File: src/rtl/alu_sequencer_pkg.sv
// rtl/alu_sequencer_pkg.sv - shared ALU function codes, command kinds, FSM states and CCR bit indices
package alu_sequencer_pkg;

    // ALU function select codes, as driven on alu_f
    typedef enum logic [2:0] {
        ALU_ADD = 3'd0,
        ALU_SUB = 3'd1,
        ALU_LSL = 3'd2,
        ALU_LSR = 3'd3,
        ALU_XOR = 3'd4,
        ALU_COM = 3'd5,
        ALU_NEG = 3'd6,
        ALU_CLR = 3'd7
    } alu_f_t;

    // Command kinds carried on cmd_kind
    typedef enum logic [1:0] {
        KIND_RR  = 2'd0,
        KIND_RI  = 2'd1,
        KIND_LDI = 2'd2,
        KIND_NOP = 2'd3
    } kind_t;

    // Sequencer FSM states
    typedef enum logic [1:0] {
        ST_IDLE = 2'd0,
        ST_OPER = 2'd1,
        ST_EXEC = 2'd2,
        ST_WB   = 2'd3
    } state_t;

    // Bit positions inside the {N,V,Z} condition-code register
    localparam int CCR_N = 2;
    localparam int CCR_V = 1;
    localparam int CCR_Z = 0;

endpackage

File: src/rtl/alu_sequencer_regfile.sv
// rtl/alu_sequencer_regfile.sv - seq_regfile: 2**AW x 8 register file, two read ports, debug read, one write port
module seq_regfile #(
    parameter int AW = 2
) (
    input  logic          clk,
    input  logic          rst,
    input  logic          we,
    input  logic [AW-1:0] waddr,
    input  logic [7:0]    wdata,
    input  logic [AW-1:0] raddr_a,
    output logic [7:0]    rdata_a,
    input  logic [AW-1:0] raddr_b,
    output logic [7:0]    rdata_b,
    input  logic [AW-1:0] dbg_addr,
    output logic [7:0]    dbg_data
);

    localparam int DEPTH = 1 << AW;

    logic [7:0] mem [DEPTH];

    // Synchronous write; reset clears every entry
    always_ff @(posedge clk) begin
        if (rst) begin
            for (int i = 0; i < DEPTH; i++) begin
                mem[i] <= 8'h00;
            end
        end else if (we) begin
            mem[waddr] <= wdata;
        end
    end

    assign rdata_a  = mem[raddr_a];
    assign rdata_b  = mem[raddr_b];
    assign dbg_data = mem[dbg_addr];

endmodule

File: src/rtl/alu_sequencer.sv
// rtl/alu_sequencer.sv - multi-cycle ALU command sequencer; optional sticky overflow trap under ALU_SEQ_OVF_TRAP_EN
module alu_sequencer
    import alu_sequencer_pkg::*;
#(
    parameter int REG_AW = 2
) (
    input  logic              clk,
    input  logic              rst,
    input  logic              cmd_valid,
    output logic              cmd_ready,
    input  logic [1:0]        cmd_kind,
    input  logic [2:0]        cmd_f,
    input  logic [REG_AW-1:0] cmd_rd,
    input  logic [REG_AW-1:0] cmd_rs,
    input  logic [REG_AW-1:0] cmd_rt,
    input  logic [7:0]        cmd_imm,
    output logic [7:0]        alu_a,
    output logic [7:0]        alu_b,
    output logic [2:0]        alu_f,
    input  logic [7:0]        alu_y,
    input  logic              alu_n,
    input  logic              alu_v,
    input  logic              alu_z,
    output logic              busy,
    output logic              done,
    output logic [2:0]        ccr,
`ifdef ALU_SEQ_OVF_TRAP_EN
    output logic              trap,
`endif
    input  logic [REG_AW-1:0] dbg_addr,
    output logic [7:0]        dbg_data
);

    state_t            state_q, state_d;
    kind_t             kind_q;
    logic [2:0]        f_q;
    logic [REG_AW-1:0] rd_q, rs_q, rt_q;
    logic [7:0]        imm_q;
    logic [7:0]        result_q;
    logic [2:0]        flags_q;
    logic [7:0]        rdata_a, rdata_b, wdata;
    logic              accept, alu_kind_q, we, trap_q;

    assign cmd_ready  = (state_q == ST_IDLE) && !trap_q;
    assign busy       = (state_q != ST_IDLE);
    assign accept     = cmd_valid && cmd_ready;
    assign alu_kind_q = (kind_q == KIND_RR) || (kind_q == KIND_RI);
    assign wdata      = (kind_q == KIND_LDI) ? imm_q : result_q;

`ifdef ALU_SEQ_OVF_TRAP_EN
    logic wb_ovf;
    assign wb_ovf = alu_kind_q && flags_q[CCR_V];
    assign we     = (state_q == ST_WB) && !wb_ovf;
    assign trap   = trap_q;

    // Sticky trap: an overflowing ALU writeback blocks further commands until reset
    always_ff @(posedge clk) begin
        if (rst) begin
            trap_q <= 1'b0;
        end else if ((state_q == ST_WB) && wb_ovf) begin
            trap_q <= 1'b1;
        end
    end
`else
    assign we     = (state_q == ST_WB);
    assign trap_q = 1'b0;
`endif

    // FSM state register
    always_ff @(posedge clk) begin
        if (rst) begin
            state_q <= ST_IDLE;
        end else begin
            state_q <= state_d;
        end
    end

    // Next-state: LDI skips the ALU, NOP never leaves IDLE
    always_comb begin
        state_d = state_q;
        case (state_q)
            ST_IDLE: begin
                if (accept) begin
                    case (kind_t'(cmd_kind))
                        KIND_LDI: state_d = ST_WB;
                        KIND_NOP: state_d = ST_IDLE;
                        default:  state_d = ST_OPER;
                    endcase
                end
            end
            ST_OPER: state_d = ST_EXEC;
            ST_EXEC: state_d = ST_WB;
            ST_WB:   state_d = ST_IDLE;
            default: state_d = ST_IDLE;
        endcase
    end

    // Latch the command fields on the accepting handshake
    always_ff @(posedge clk) begin
        if (rst) begin
            kind_q <= KIND_NOP;
            f_q    <= 3'd0;
            rd_q   <= '0;
            rs_q   <= '0;
            rt_q   <= '0;
            imm_q  <= 8'h00;
        end else if (accept) begin
            kind_q <= kind_t'(cmd_kind);
            f_q    <= cmd_f;
            rd_q   <= cmd_rd;
            rs_q   <= cmd_rs;
            rt_q   <= cmd_rt;
            imm_q  <= cmd_imm;
        end
    end

    // Register the ALU operands in OPER so reads see the last committed write
    always_ff @(posedge clk) begin
        if (rst) begin
            alu_a <= 8'h00;
            alu_b <= 8'h00;
            alu_f <= ALU_CLR;
        end else if (state_q == ST_OPER) begin
            alu_a <= rdata_a;
            alu_b <= (kind_q == KIND_RI) ? imm_q : rdata_b;
            alu_f <= f_q;
        end
    end

    // Capture the settled ALU result and flags in EXEC
    always_ff @(posedge clk) begin
        if (rst) begin
            result_q <= 8'h00;
            flags_q  <= 3'b000;
        end else if (state_q == ST_EXEC) begin
            result_q       <= alu_y;
            flags_q[CCR_N] <= alu_n;
            flags_q[CCR_V] <= alu_v;
            flags_q[CCR_Z] <= alu_z;
        end
    end

    // CCR update on ALU writeback; done pulses the cycle after WB or after a NOP accept
    always_ff @(posedge clk) begin
        if (rst) begin
            ccr  <= 3'b000;
            done <= 1'b0;
        end else begin
            done <= (state_q == ST_WB) || (accept && (cmd_kind == KIND_NOP));
            if ((state_q == ST_WB) && alu_kind_q) begin
                ccr <= flags_q;
            end
        end
    end

    seq_regfile #(
        .AW (REG_AW)
    ) u_regfile (
        .clk      (clk),
        .rst      (rst),
        .we       (we),
        .waddr    (rd_q),
        .wdata    (wdata),
        .raddr_a  (rs_q),
        .rdata_a  (rdata_a),
        .raddr_b  (rt_q),
        .rdata_b  (rdata_b),
        .dbg_addr (dbg_addr),
        .dbg_data (dbg_data)
    );

endmodule
File: config.mk
export PLATFORM = sky130hd
export DESIGN_NAME = alu_sequencer
export DESIGN_NICKNAME = d
export VERILOG_FILES = /design/src/rtl/alu_sequencer_pkg.sv /design/src/rtl/alu_sequencer_regfile.sv /design/src/rtl/alu_sequencer.sv
export SDC_FILE = /design/constraint.sdc
export NUM_CORES = 1
export LEC_CHECK = 0
export BUFFER_PORTS_ARGS = -buffer_cell sky130_fd_sc_hd__buf_2
export CORE_MARGIN = 2
export CORE_UTILIZATION = 30
export DETAILED_ROUTE_END_ITERATION = 16
export PLACE_DENSITY = 0.53
export SYNTH_ARGS = -nofsm -noshare
export SYNTH_HDL_FRONTEND = slang
export SYNTH_HIERARCHICAL = 1
export SYNTH_SLANG_ARGS = --single-unit
File: constraint.sdc
create_clock -name clk -period 2 [get_ports clk]
set_clock_uncertainty 0.2 [all_clocks]
set_input_delay 0.4 -clock clk [delete_from_list [all_inputs] [get_ports clk]]
set_output_delay 0.4 -clock clk [all_outputs]
set_load 0.02 [all_outputs]
==> results.toml, run 1 <==
[floorplanning]
initial_utilization = 0.3072
core_um2 = 13240
die_height_um = 120.4
row_count = 42
fp.dieW_um = 120.4
dieArea_um2 = 14510
num_io_pins = 68

[pwr]
ir_worst_vdd_mv = 0.4191
powerDensity_nw_per_um2 = 1007
leakage_nw = 1.960

[global_routing]
grt_antenna_before_repair = 0
overflow = 0
grt_pass1_vias = 2837
grt_pass1_wl_mm = 15.41
grt_max_degree = 56
grt.total_usage = 0.1425

[place]
pre_cts_ws_ns = 0.04987
dpl_cell_area_um2 = 4581
dp_hpwl_mm = 7.464
numPortBuffers = 67
place.gp.congestion = 0.7806

[timing]
tightest_slew_ns = 0.7405
maxSlewHeadroom = 0.5063
fin_crit_ns = 2.013
hold_slack_ns = 0.09657
maxSlewViolCount = 0
layout_setup_ws_ns = -0.01312
grt_setup_unrepaired = "yes"
setup_viol = 2
max_freq_mhz = 496.7
hold_violations = 0
finalCritPeriodShare = 1.007

[cts]
cts_buffer_depth = 2
cts_made_buffers = 9
hold_buffers = 0
cts_tree = "built"
root_buffer = "clkbuf_16"
clock_latency_ns = 0.34
clkTransAtPathRegs_ns = 0.06
htreeDepth = 3
cts.sink_count = 87

[worst_setup_path]
crit_path_end_kind = "primary output"
critPathBufInv = 1
cp_cell_sequence = "mux4_2 > buf_6"
startpoint_type = "flip-flop"
critPathArrivalTime_ns = 1.41
path_class = "flip-flop to primary output"
cp_slowest_cell = "mux4_2"
critical-path-top-delay-family = "multiplexers"
worstPathRequired_ns = 1.40
path_max_fanout = 3
critical-path-max-stage-delay_ns = 0.50

[min_path]
hold_path_class = "primary input to flip-flop"

[synth]
synth.avg_cell_area_um2 = 11.79
yosys-top-cells-area = "dfxtp_1 (27%), edfxtp_1 (24%), mux4_2 (13%)"
post-synth-top-area-cell = "dfxtp_1"
syn-num-nets = 384
synth_cell_types = 33
synth_cells = 345
ys_warn_count = 6
netlist.area_leader.share = 0.2707
synth-seq-cells = 87
synth_area_um2 = 4068
synth_seq_area_share = 0.5069

[finish]
num_antenna_cells = 0
stdcell_area_um2 = 5027
layout-drive-gt1-share = 0.3551
area_delta_synth_final_pct = 23.59
nNetsFinal = 462

[route]
wl_per_cell_um = 16.95
drt-vias-per-instance = 4.720
wirelength_mm = 10.24
drtIter0Drc = 200
drtPass1Iterations = 4
num_vias = 2851
detail-route-antenna-nets = 0
drc = 0

[flow_run]
drv_cap = 0

[run_status]
status = "complete, but fails checks"
violations = "negative setup slack"
## tightest hold or removal path: cells and delay by family
family	cells	cell delay (ns)
simple gates	1	0.07
buf+inv	1	0.08
mux	1	0.05
## per-stage QoR
step	TNS, ns	power, W	utilization	cells
2_1_floorplan	0	0.003057	-	345
3_3_place_gp	0	0.003379	0.3459	575
3_5_place_dp	0	0.003409	0.3459	575
4_1_cts	-0.08074	0.005094	0.3756	599
5_1_grt	-0.2425	0.005289	0.3796	604
6_report	-0.01815	0.005060	0.3796	604
## path summary, 6_finish.rpt
| kind | endpoint | slack, ns | depth (start not counted) | start |
|---|---|---|---|---|
| max | dbg_data[2] | -0.01 | 2 | u_regfile/mem[3][2] |
| min | flags_q[1] | 0.1 | 3 | alu_v |
| max reg2reg | u_regfile/mem[0][4] | 0.13 | 3 | state_q[0] |
| min reg2reg | f_q[2] | 0.26 | 2 | f_q[2] |
## power by group
part | internal [W] | total [W] | switching (W) | leakage (nW)
sequential | 0.00203 | 0.00219 | 0.000160 | 0.780
clock | 0.00101 | 0.00167 | 0.000657 | 0.147
combinational | 0.000533 | 0.00120 | 0.000670 | 1.03
total | 0.00357 | 0.00506 | 0.00149 | 1.96
## synthesized netlist by cell type, drive strengths merged
| master | instances |
|---|---|
| buf | 16 |
| mux2 | 8 |
| nand2 | 56 |
| nand3 | 1 |
| dfxtp | 55 |
| o21bai | 2 |
| edfxtp | 32 |
| and4bb | 2 |
| mux4 | 24 |
| nand3b | 3 |
| a31o | 2 |
| and2 | 33 |
| inv | 4 |
| o211ai | 1 |
| mux2i | 22 |
| a211o | 3 |
| nand2b | 4 |
| a31oi | 1 |
| clkbuf | 6 |
| a311oi | 9 |
| a21oi | 18 |
| nor2 | 32 |
| ha | 4 |
| and2b | 3 |
| nor2b | 3 |
| nor4b | 1 |
## cell type report
class	count	area, um2
Clock inverter	3	43.79
Inverter	4	15.01
Clock buffer	13	251.5
Tap cell	176	220.2
Sequential cell	87	2062
Fill cell	1325	8215
Multi-Input combinational cell	232	1847
Timing Repair Buffer	89	588.1
## state kept, by name, summed over array words and instances (netlist names)
register       flops
u_regfile/mem     32
alu_a              8
alu_b              8
imm_q              8
result_q           8
alu_f              3
ccr                3
f_q                3
flags_q            3
kind_q             2
rd_q               2
rs_q               2
rt_q               2
state_q            2
done               1
## timing repair
action                                  CTS  global route
cloned                                    0             0
gates resized for setup                  12             6
buffers inserted                          8             5
endpoints found under the setup margin    8            29
## logic make-up (layout without fill, tap and decap cells)
family / count (synthesis) / count (layout) / synth area share
AND/OR/NAND/NOR: 138 / 138 / 0.1723
AO/OA/AOI/OAI: 36 / 36 / 0.05937
buffers and inverters: 26 / 109 / 0.03999
adder cells (fa/ha/maj): 4 / 4 / 0.01230
flip-flops: 87 / 87 / 0.5069
multiplexers: 54 / 54 / 0.2092
## routing by layer
metal / share of wire / GRT usage / vias to the layer above
met4: 0.018 / 0.05160 / 0
li1: - / - / 1387
met2: 0.51 / 0.2451 / 56
met3: 0.041 / 0.03349 / 16
met1: 0.43 / 0.1738 / 1392
met5: 0 / 0 / -
## cells in the final DEF (no fill, tap or decap), drive strengths merged, types with 13 or more instances in the layout
cell	n
nand2	56
mux2i	22
nor2	32
and2	33
a21oi	18
buf	89
edfxtp	32
dfxtp	55
mux4	24
clkbuf	13
(Power assumes the default switching activity.)
==> run 2: changes to the inputs <==
--- a/config.mk
+++ b/config.mk
@@ -7,9 +7,10 @@
 export LEC_CHECK = 0
 export BUFFER_PORTS_ARGS = -buffer_cell sky130_fd_sc_hd__buf_2
 export CORE_MARGIN = 2
-export CORE_UTILIZATION = 30
+export CORE_UTILIZATION = 32
 export DETAILED_ROUTE_END_ITERATION = 16
-export PLACE_DENSITY = 0.53
+export PLACE_DENSITY = 0.55
+export RECOVER_POWER = 100
 export SYNTH_ARGS = -nofsm -noshare
 export SYNTH_HDL_FRONTEND = slang
 export SYNTH_HIERARCHICAL = 1
==> run 2 against run 1 <==
Net effect:
- the flow now finishes without violations
- cell count is 0.66% lower
- largest cell class unchanged
- sequential cell count stayed put
- non-clock buffer count is 1 higher
- clock power is 5% lower
- highest routed layer unchanged
==> results.toml, run 2 (synthesized netlist as in run 1, its figures left out) <==
[floorplanning]
die_height_um = 116.7
core_um2 = 12520
fp.dieW_um = 116.7
row_count = 41
initial_utilization = 0.3250
dieArea_um2 = 13630
num_io_pins = 68

[flow_run]
drv_cap = 0

[timing]
setup_viol = 0
hold_violations = 0
layout_setup_ws_ns = 0.002921
maxSlewViolCount = 0
grt_setup_unrepaired = "yes"
maxSlewHeadroom = 0.5356
finalCritPeriodShare = 0.9985
fin_crit_ns = 1.997
max_freq_mhz = 500.7
tightest_slew_ns = 0.6966

[global_routing]
grt_antenna_before_repair = 0
overflow = 0
grt_pass1_wl_mm = 15.12
grt_pass1_vias = 2774
grt.total_usage = 0.1509
grt_max_degree = 56

[worst_setup_path]
path_class = "flip-flop to primary output"
startpoint_type = "flip-flop"
cp_cell_sequence = "mux4_2 > buf_6"
r2r_start = "state_q[1]"
path_max_fanout = 3
worstPathRequired_ns = 1.40
critical-path-top-delay-family = "multiplexers"
reg2reg_slack_ns = 0.15
reg2regPathDepth = 5
critPathBufInv = 1
critical-path-max-stage-delay_ns = 0.49
r2r_end = "alu_b[1]"
crit_path_end_kind = "primary output"
cp_slowest_cell = "mux4_2"
critPathArrivalTime_ns = 1.40

[finish]
nNetsFinal = 463
layout_commonest_cell = "nand2_1"
stdcell_area_um2 = 4942
instances_no_fill = 600
largest_register = "u_regfile/mem"
final_cell_mix = "nand2_1 (55), dfxtp_1 (54), buf_2 (34)"
largest_reg_flops = 32
layout-drive-gt1-share = 0.2710
num_antenna_cells = 0
area_delta_synth_final_pct = 21.50

[cts]
root_buffer = "clkbuf_16"
clock_latency_ns = 0.33
cts_buffer_depth = 2
htreeDepth = 3
cts_made_buffers = 9
cts_tree = "built"
cts.sink_count = 87
clkTransAtPathRegs_ns = 0.06

[place]
numPortBuffers = 67
dp_hpwl_mm = 7.185
place.gp.congestion = 0.7964
pre_cts_ws_ns = -0.01843
place_inst = 569
dpl_cell_area_um2 = 4536

[route]
drc = 0
wirelength_mm = 9.930
drt-vias-per-instance = 4.817
detail-route-antenna-nets = 0
wl_per_cell_um = 16.55
num_vias = 2890
drtIter0Drc = 182
drtPass1Iterations = 4

[run_status]
status = "finished, final reports clean"

[pwr]
powerDensity_nw_per_um2 = 997.2
ir_worst_vdd_mv = 0.4136
leakage_nw = 1.844

[min_path]
hold_path_class = "primary input to flip-flop"
min_from = "alu_y[5]"
hold_end = "result_q[5]"
hold_path_depth = 3
[run 2: timing repair]
| item | CTS | global route |
|---|---|---|
| hold buffers | 0 | 0 |
| endpoints found under the setup margin | 9 | 9 |
| gates resized for setup | 16 | 4 |
| setup buffers | 7 | 9 |
[run 2: how the worst max path moves through the flow]
stage	startpoint	slack (ns)	to	cells past startpoint
6_report	u_regfile/mem[0][3]	0.003	dbg_data[3]	2
5_1_grt	u_regfile/mem[0][3]	-0.04	dbg_data[3]	2
4_1_cts	u_regfile/mem[2][5]	-0.01	dbg_data[5]	2
2_1_floorplan	state_q[0]	0.26	u_regfile/mem[2][0]	3
3_3_place_gp	dbg_addr[0]	0.02	dbg_data[6]	3
3_5_place_dp	dbg_addr[0]	-0.02	dbg_data[3]	3
[run 2: worst min-delay path: cells and delay by family]
| family | cells | cell delay [ns] |
|---|---|---|
| and+or+nand+nor | 1 | 0.07 |
| muxes | 1 | 0.05 |
| buffers and inverters | 1 | 0.07 |
[run 2: final cells by class]
type | instances | area [um2]
Fill cell | 1242 | 7575
Timing Repair Buffer | 90 | 526.8
Multi-Input combinational cell | 232 | 1843
Clock buffer | 15 | 279.0
Inverter | 4 | 15.01
Sequential cell | 87 | 2063
Tap cell | 172 | 215.2
[run 2: per-stage QoR]
step	hold WS (ns)	total power (W)	TNS, ns	utilization
final	0.1016	0.004928	0	0.3948
after global routing	0.09991	0.005163	-0.2568	0.3948
after CTS	0.09027	0.005007	-0.05079	0.3926
after detailed placement	0.2488	0.003391	-0.05729	0.3624
after global placement	0.2419	0.003367	0	0.3624
after floorplan	0.2355	0.003057	0	-
[run 2: report_power, final]
part,internal [W],switching [W]
clock network,0.000947,0.000635
registers,0.00203,0.000158
logic,0.000488,0.000668
total,0.00347,0.00146
[run 2: per-layer routing]
layer	wire length, um	share of wire	track usage	up-vias
met5	0	0	0	-
met4	166	0.017	0.07059	0
met3	286	0.029	0.02698	12
met2	5003	0.50	0.2501	54
met1	4474	0.45	0.1920	1434
li1	-	-	-	1390
